## src/rtl/vs_omp_sequencer.sv

```systemverilog
// Iteration controller for OMP-style greedy sparse recovery. It drives the sensing-matrix
// processor and the batched max identifier, keeps the support list and hands off to residual update.
module vs_omp_sequencer #(
  parameter int COLUMNS    = 256,
  parameter int BATCH_SIZE = 64,
  parameter int K          = 8
) (
  input  logic        clock,
  input  logic        reset_n,
  input  logic        start,
  input  logic        load_matrix,
  input  logic [7:0]  sparsity,
  input  logic [31:0] threshold,
  output logic        busy,
  output logic        done,
  output logic [1:0]  stop_reason,
  output logic [7:0]  iteration,
  output logic [1:0]  smp_command,
  output logic        smp_start,
  input  logic        smp_done,
  output logic        max_reset_n,
  output logic        max_start,
  input  logic        max_batch_done,
  input  logic [7:0]  max_location,
  input  logic [31:0] max_value,
  output logic        support_write_enable,
  output logic [7:0]  support_write_addr,
  output logic [7:0]  support_write_data,
  output logic        res_start,
  input  logic        res_done
);
  localparam int BATCHES = COLUMNS / BATCH_SIZE;
  localparam int BCW     = (BATCHES > 1) ? $clog2(BATCHES) : 1;
  localparam int SW      = (K > 1) ? $clog2(K) : 1;

  localparam logic [1:0] CMD_LOAD     = 2'd0;
  localparam logic [1:0] CMD_COMPUTE  = 2'd1;
  localparam logic [1:0] SR_SPARSITY  = 2'd0;
  localparam logic [1:0] SR_THRESHOLD = 2'd1;
  localparam logic [1:0] SR_DUPLICATE = 2'd2;

  typedef enum logic [3:0] {
    S_IDLE, S_LOAD, S_LOAD_WAIT, S_IP, S_IP_WAIT, S_MAX,
    S_MAX_WAIT, S_DECIDE, S_RES, S_RES_WAIT, S_FINISH
  } state_t;

  // Sign-magnitude IEEE-754 compare a <= b; +0 and -0 are equal, NaN is not handled.
  function automatic logic fp_le(input logic [31:0] a, input logic [31:0] b);
    logic r;
    if ((a[30:0] == 31'd0) && (b[30:0] == 31'd0)) r = 1'b1;
    else if (a[31] != b[31])                       r = a[31];
    else if (a[31])                                r = (a[30:0] >= b[30:0]);
    else                                           r = (a[30:0] <= b[30:0]);
    return r;
  endfunction

  state_t           r_state, w_next;
  logic             r_busy, r_done, r_smp_start, r_max_reset_n, r_max_start, r_we, r_res_start;
  logic [1:0]       r_stop, r_cmd;
  logic [7:0]       r_iter, r_addr, r_data, r_kmax;
  logic [BCW-1:0]   r_batch;
  logic [7:0]       r_support [K];

  logic             w_busy, w_done, w_smp_start, w_max_reset_n, w_max_start, w_we, w_res_start, w_clear;
  logic [1:0]       w_stop, w_cmd;
  logic [7:0]       w_iter, w_addr, w_data, w_kmax, w_kmax_in, w_iter_inc;
  logic [BCW-1:0]   w_batch;
  logic             w_below, w_dup, w_last_batch;

  assign w_kmax_in    = (sparsity > 8'(K)) ? 8'(K) : sparsity;
  assign w_iter_inc   = r_iter + 8'd1;
  assign w_below      = fp_le(max_value, threshold);
  assign w_last_batch = (r_batch == BCW'(BATCHES - 1));

  // Duplicate detection against the entries selected so far in this run.
  always_comb begin
    w_dup = 1'b0;
    for (int j = 0; j < K; j++) begin
      w_dup = w_dup | ((j < int'(r_iter)) && (r_support[j] == max_location));
    end
  end

  // State register.
  always_ff @(posedge clock) begin
    if (!reset_n) r_state <= S_IDLE;
    else          r_state <= w_next;
  end

  // Next-state logic; handshake inputs only matter in their wait state.
  always_comb begin
    w_next = r_state;
    case (r_state)
      S_IDLE:      w_next = !start ? S_IDLE : (w_kmax_in == 8'd0) ? S_FINISH : (load_matrix ? S_LOAD : S_IP);
      S_LOAD:      w_next = S_LOAD_WAIT;
      S_LOAD_WAIT: w_next = smp_done ? S_IP : S_LOAD_WAIT;
      S_IP:        w_next = S_IP_WAIT;
      S_IP_WAIT:   w_next = smp_done ? S_MAX : S_IP_WAIT;
      S_MAX:       w_next = S_MAX_WAIT;
      S_MAX_WAIT:  w_next = !max_batch_done ? S_MAX_WAIT : (w_last_batch ? S_DECIDE : S_MAX);
      S_DECIDE:    w_next = (w_below || w_dup) ? S_FINISH : S_RES;
      S_RES:       w_next = S_RES_WAIT;
      S_RES_WAIT:  w_next = !res_done ? S_RES_WAIT : ((w_iter_inc == r_kmax) ? S_FINISH : S_IP);
      S_FINISH:    w_next = S_IDLE;
      default:     w_next = S_IDLE;
    endcase
  end

  // Output logic: next values of the registered outputs. Strobes follow the state being entered.
  always_comb begin
    w_busy        = r_busy;
    w_done        = 1'b0;
    w_stop        = r_stop;
    w_iter        = r_iter;
    w_kmax        = r_kmax;
    w_smp_start   = (w_next == S_LOAD) || (w_next == S_IP);
    w_max_start   = (w_next == S_MAX);
    w_res_start   = (w_next == S_RES);
    w_max_reset_n = !((w_next == S_IDLE) || (w_next == S_IP));
    w_we          = 1'b0;
    w_addr        = r_addr;
    w_data        = r_data;
    w_batch       = r_batch;
    w_clear       = 1'b0;
    if (w_next == S_LOAD)    w_cmd = CMD_LOAD;
    else if (w_next == S_IP) w_cmd = CMD_COMPUTE;
    else                     w_cmd = r_cmd;
    case (r_state)
      S_IDLE: begin
        if (start) begin
          w_busy  = 1'b1;
          w_iter  = 8'd0;
          w_clear = 1'b1;
          w_kmax  = w_kmax_in;
          w_stop  = (w_kmax_in == 8'd0) ? SR_SPARSITY : r_stop;
        end else begin
          w_busy  = r_busy;
        end
      end
      S_IP:       w_batch = BCW'(0);
      S_MAX_WAIT: w_batch = max_batch_done ? (r_batch + BCW'(1)) : r_batch;
      S_DECIDE: begin
        if (w_below)    w_stop = SR_THRESHOLD;
        else if (w_dup) w_stop = SR_DUPLICATE;
        else begin
          w_we   = 1'b1;
          w_addr = r_iter;
          w_data = max_location;
        end
      end
      S_RES_WAIT: begin
        if (res_done) begin
          w_iter = w_iter_inc;
          w_stop = (w_iter_inc == r_kmax) ? SR_SPARSITY : r_stop;
        end else begin
          w_iter = r_iter;
        end
      end
      S_FINISH: begin
        w_busy = 1'b0;
        w_done = 1'b1;
      end
      default: w_busy = r_busy;
    endcase
  end

  // Output and datapath registers, including the internal support list.
  always_ff @(posedge clock) begin
    if (!reset_n) begin
      r_busy        <= 1'b0;
      r_done        <= 1'b0;
      r_stop        <= SR_SPARSITY;
      r_iter        <= 8'd0;
      r_kmax        <= 8'd0;
      r_cmd         <= CMD_COMPUTE;
      r_smp_start   <= 1'b0;
      r_max_reset_n <= 1'b0;
      r_max_start   <= 1'b0;
      r_we          <= 1'b0;
      r_addr        <= 8'd0;
      r_data        <= 8'd0;
      r_res_start   <= 1'b0;
      r_batch       <= BCW'(0);
      for (int j = 0; j < K; j++) r_support[j] <= 8'd0;
    end else begin
      r_busy        <= w_busy;
      r_done        <= w_done;
      r_stop        <= w_stop;
      r_iter        <= w_iter;
      r_kmax        <= w_kmax;
      r_cmd         <= w_cmd;
      r_smp_start   <= w_smp_start;
      r_max_reset_n <= w_max_reset_n;
      r_max_start   <= w_max_start;
      r_we          <= w_we;
      r_addr        <= w_addr;
      r_data        <= w_data;
      r_res_start   <= w_res_start;
      r_batch       <= w_batch;
      if (w_clear) begin
        for (int j = 0; j < K; j++) r_support[j] <= 8'd0;
      end else if (w_we) begin
        r_support[r_iter[SW-1:0]] <= max_location;
      end
    end
  end

  assign busy                 = r_busy;
  assign done                 = r_done;
  assign stop_reason          = r_stop;
  assign iteration            = r_iter;
  assign smp_command          = r_cmd;
  assign smp_start            = r_smp_start;
  assign max_reset_n          = r_max_reset_n;
  assign max_start            = r_max_start;
  assign support_write_enable = r_we;
  assign support_write_addr   = r_addr;
  assign support_write_data   = r_data;
  assign res_start            = r_res_start;
endmodule

```

## config.mk

```make
export PLATFORM = sky130hd
export DESIGN_NAME = vs_omp_sequencer
export DESIGN_NICKNAME = d
export VERILOG_FILES = /design/src/rtl/vs_omp_sequencer.sv
export SDC_FILE = /design/constraint.sdc
export NUM_CORES = 1
export LEC_CHECK = 0
export CORE_ASPECT_RATIO = 0.8
export CORE_MARGIN = 2
export CORE_UTILIZATION = 48
export CTS_CLUSTER_DIAMETER = 50
export DETAILED_ROUTE_END_ITERATION = 12
export PLACE_DENSITY = 0.88
export SETUP_SLACK_MARGIN = 0.1
export SYNTH_ARGS = -nofsm -noshare
export SYNTH_HDL_FRONTEND = slang
export SYNTH_SLANG_ARGS = --single-unit
```

## constraint.sdc

```tcl
create_clock -name clock -period 4.1 [get_ports clock]
set_input_delay 1.025 -clock clock [delete_from_list [all_inputs] [get_ports clock]]
set_output_delay 1.025 -clock clock [all_outputs]
set_load 0.05 [all_outputs]
```

==> results.tsv <==
stage	metric	value	unit
outcome	status	finished, final reports clean	
timing	final-hold-violation-count	0	
route	wl	18600	um
logic_synthesis	ys_ff_latch	112	
clocking	cts_made_buffers	9	
clocking	clkLatencyLatePin	0.35	ns
placed_design	place_area	8060	um2
global_routing	overflow	0	
logic_synthesis	synthCells	681	
logic_synthesis	yosysTopAreaCell	edfxtp_1	
cells_and_area	design_area	8640	um2
worst_setup_path	cp-end-kind	flip-flop	
cells_and_area	drive_gt1_share	14.0	%
cells_and_area	area_delta_synth_final	34.9	%
timing	slew_headroom	55.7	%
logic_synthesis	ys_seq_area_share	45.0	%
cells_and_area	antenna_cells	0	
logic_synthesis	synth-xor-area-share	10.4	%
timing	worst_pin_slew	0.664	ns
placed_design	gp_congestion	0.928	
route	first_pass_iters	5	
logic_synthesis	yosys-mux-area-fraction	2.68	%
logic_synthesis	yosys-top-cells-count	nor2_1 (114), edfxtp_1 (64), dfxtp_1 (48), nand2_1 (45), xnor2_1 (45)	
placed_design	place_hpwl	13400	um
global_routing	grt_pass1_wl	28400	um
logic_synthesis	synth_area	6400	um2
logic_synthesis	synthMostInstantiatedCell	nor2_1	
clocking	cts-root-buf	clkbuf_16	
route	wl_per_cell	18.3	um
worst_setup_path	crit_path_max_fanout	7	
worst_setup_path	cp_num_buf_inv	3	
logic_synthesis	synth_top_cell_area_share	30.0	%
logic_synthesis	synth.distinct_cells	52	
route	route.vias.total	5806	
route	vias_per_cell	5.72	
run	maxCapViolations	0	
floorplanning	die_h	107	um
global_routing	grt_antenna_before_repair	0	
clocking	cts_tree	done	
route	drc	0	
min_path	hold_path_class	reg2reg	
cells_and_area	fin_nets	956	
logic_synthesis	ys_async_sr_fraction	0	%
timing	setup_viol	0	
floorplanning	rows	37	
worst_setup_path	path_cells	clkdlybuf4s50_1 -> inv_1 -> ha_4 -> a21oi_2 -> a21oi_1 -> o31a_1 -> a2111o_1 -> o211a_1 -> and4bb_4 -> nand4_4 -> or3_4 -> clkbuf_16 -> nor2_1	
global_routing	grt_max_degree	36	
logic_synthesis	synth-main-ff-cell	edfxtp_1	
clocking	clockBufferDepth	2	
timing	min_period	3.99	ns
logic_synthesis	syn-num-nets	802	
floorplanning	core_area	13000	um2
cells_and_area	n_fill_cell	946	
clocking	hold_buffers	0	
clocking	cts.sinks	112	
logic_synthesis	synth_area_per_cell	9.40	um2
power	p_per_area	319	nW/um2
timing	rsz0062_at_grt	no	
min_path	worstHoldStart	support_write_addr[2]$_SDFFE_PN0P_	
global_routing	grt_usage	25.3	%
placed_design	port_buffers	120	
route	ant_nets	0	
power	p_total	2760	uW
logic_synthesis	synth-compound-area-share	7.86	%
logic_synthesis	synthAdderAreaFrac	6.64	%
logic_synthesis	synth_edf_count	64	
worst_setup_path	critPathArrivalTime	4.20	ns
clocking	h-tree-depth	3	
worst_setup_path	cpLargestDelayFamily	simple AND/OR/NAND/NOR gates	
route	initialDrtViolationCount	513	
worst_setup_path	crit_type	in2reg	
floorplanning	start_util	49.4	%
floorplanning	ioPinCount	122	
worst_setup_path	cp-start-kind	primary input	
floorplanning	dieArea	14300	um2
worst_setup_path	crit_start	threshold[1]	
logic_synthesis	synth_top_family_by_area	simple AND/OR/NAND/NOR gates	
global_routing	grt_pass1_vias	5561	
power	p_leak	0.00352	uW
logic_synthesis	synth-simple-area-share	21.6	%
clocking	path_clk_slew	0.07	ns
worst_setup_path	slowest_stage	clkdlybuf4s50_1	
logic_synthesis	synth_area_leaders	edfxtp_1 (30%), dfxtp_1 (15%), nor2_1 (6.7%)	
worst_setup_path	cp.required	4.30	ns
worst_setup_path	reg2reg_from	iteration[2]$_SDFFE_PN0P_	
power	ir_drop	0.242	mV
timing	maxSlewViolCount	0	
worst_setup_path	cp_slowest_stage_delay	0.51	ns
floorplanning	die_w	133	um
timing	max_freq	251	MHz
logic_synthesis	yosysWarnings	0	
timing	fin_skew	0.0105	ns
timing	fin_tns_setup	0	ns
timing	fin_crit_sh	97.4	%
-- final timing paths --
check                                       end  depth (start not counted)  slack [ns]
max               r_support[6][3]$_SDFFCE_PN0P_                         13        0.11
min          support_write_addr[2]$_SDFFE_PN0P_                          2        0.46
max reg2reg              max_reset_n$_SDFF_PN0_                          8        0.95
min reg2reg  support_write_addr[2]$_SDFFE_PN0P_                          2        0.46
-- cell families (layout without fill, tap and decap cells) --
family | after synthesis | in the layout
fa+ha+maj | 34 | 34
xor+xnor | 76 | 76
buf+inv | 78 | 237
compound gates | 79 | 79
other cells | 1 | 1
mux | 17 | 17
flops | 112 | 112
simple gates | 284 | 284
-- per-stage QoR --
| step | hold WS, ns | setup slack, ns | utilization (%) | std cells |
|---|---|---|---|---|
| 2_1_floorplan | 0.444 | 0.0922 | - | 681 |
| 3_3_place_gp | 0.446 | -0.245 | 62.2 | 995 |
| 3_5_place_dp | 0.451 | -0.319 | 62.2 | 995 |
| 4_1_cts | 0.462 | 0.115 | 64.8 | 1012 |
| 5_1_grt | 0.516 | 0.0110 | 66.7 | 1015 |
| 6_report | 0.464 | 0.108 | 66.7 | 1015 |
-- sequential cells by signal, indices dropped and copies added (netlist names), 2 cells and up --
signal / count
r_batch: 2
r_state: 4
iteration: 8
r_kmax: 8
support_write_data: 8
support_write_addr: 8
r_support: 64
stop_reason: 2
-- placed cells by master (no fill, tap or decap), types with 4 or more instances in the layout --
master	n
nor3_1	20
nand2_1	45
clkbuf_16	11
xnor2_1	45
o21ai_0	9
a21oi_2	5
buf_4	55
nor2_1	110
ha_1	25
and3_1	8
ha_4	9
o211ai_1	4
nand3_1	17
clkdlybuf4s50_1	112
a21oi_1	25
nor2_2	6
a22oi_1	6
a31oi_1	4
inv_1	35
xor2_1	31
dfxtp_1	48
mux2i_1	16
nor4_1	26
nand4_1	22
dlymetal6s2s_1	8
edfxtp_1	64
-- worst register-to-register path, stage by stage, from the launching register on --
cell and delay, ns:
dfxtp_1 0.75, nand3_1 0.21, or4b_2 0.65, o211ai_1 0.11, o211ai_1 0.12, a2111o_1 0.45, a31o_2 0.30, nor2b_1 0.16
a211oi_1 0.31
-- per-layer routing --
metal  routed length [um]  up-vias  track usage [%]
met5                    0        -                0
met4                  338        0             7.60
met3                 2020       38             5.56
met2                 8370      375             39.0
met1                 7850     2693             35.9
li1                     -     2700                -
-- power by group --
group	internal, uW	switching (uW)	leakage, uW	total, uW
sequential	1260	38.9	0.00108	1300
combinational	257	280	0.00228	537
clock	514	403	0.000153	917
total	2040	722	0.00352	2760
-- final cells by class --
type                       count  area (um2)  area share (%)
clock buffer                  12         258            2.98
timing repair buffer         181        1730            20.1
tap                          175         219            2.53
multi-input combinational    491        3350            38.7
clock inverter                 4        50.0           0.579
inverter                      40         150            1.74
sequential                   112        2880            33.4
-- what timing repair did --
action | in CTS | in global routing
buffers inserted | 1 | 2
hold endpoints to repair | 0 | 0
endpoints found under the setup margin | 59 | 121
cloned | 0 | 1
pin swaps | 2 | 12
resized for setup | 6 | 41
No activity file was read; power rests on OpenSTA's default activity.
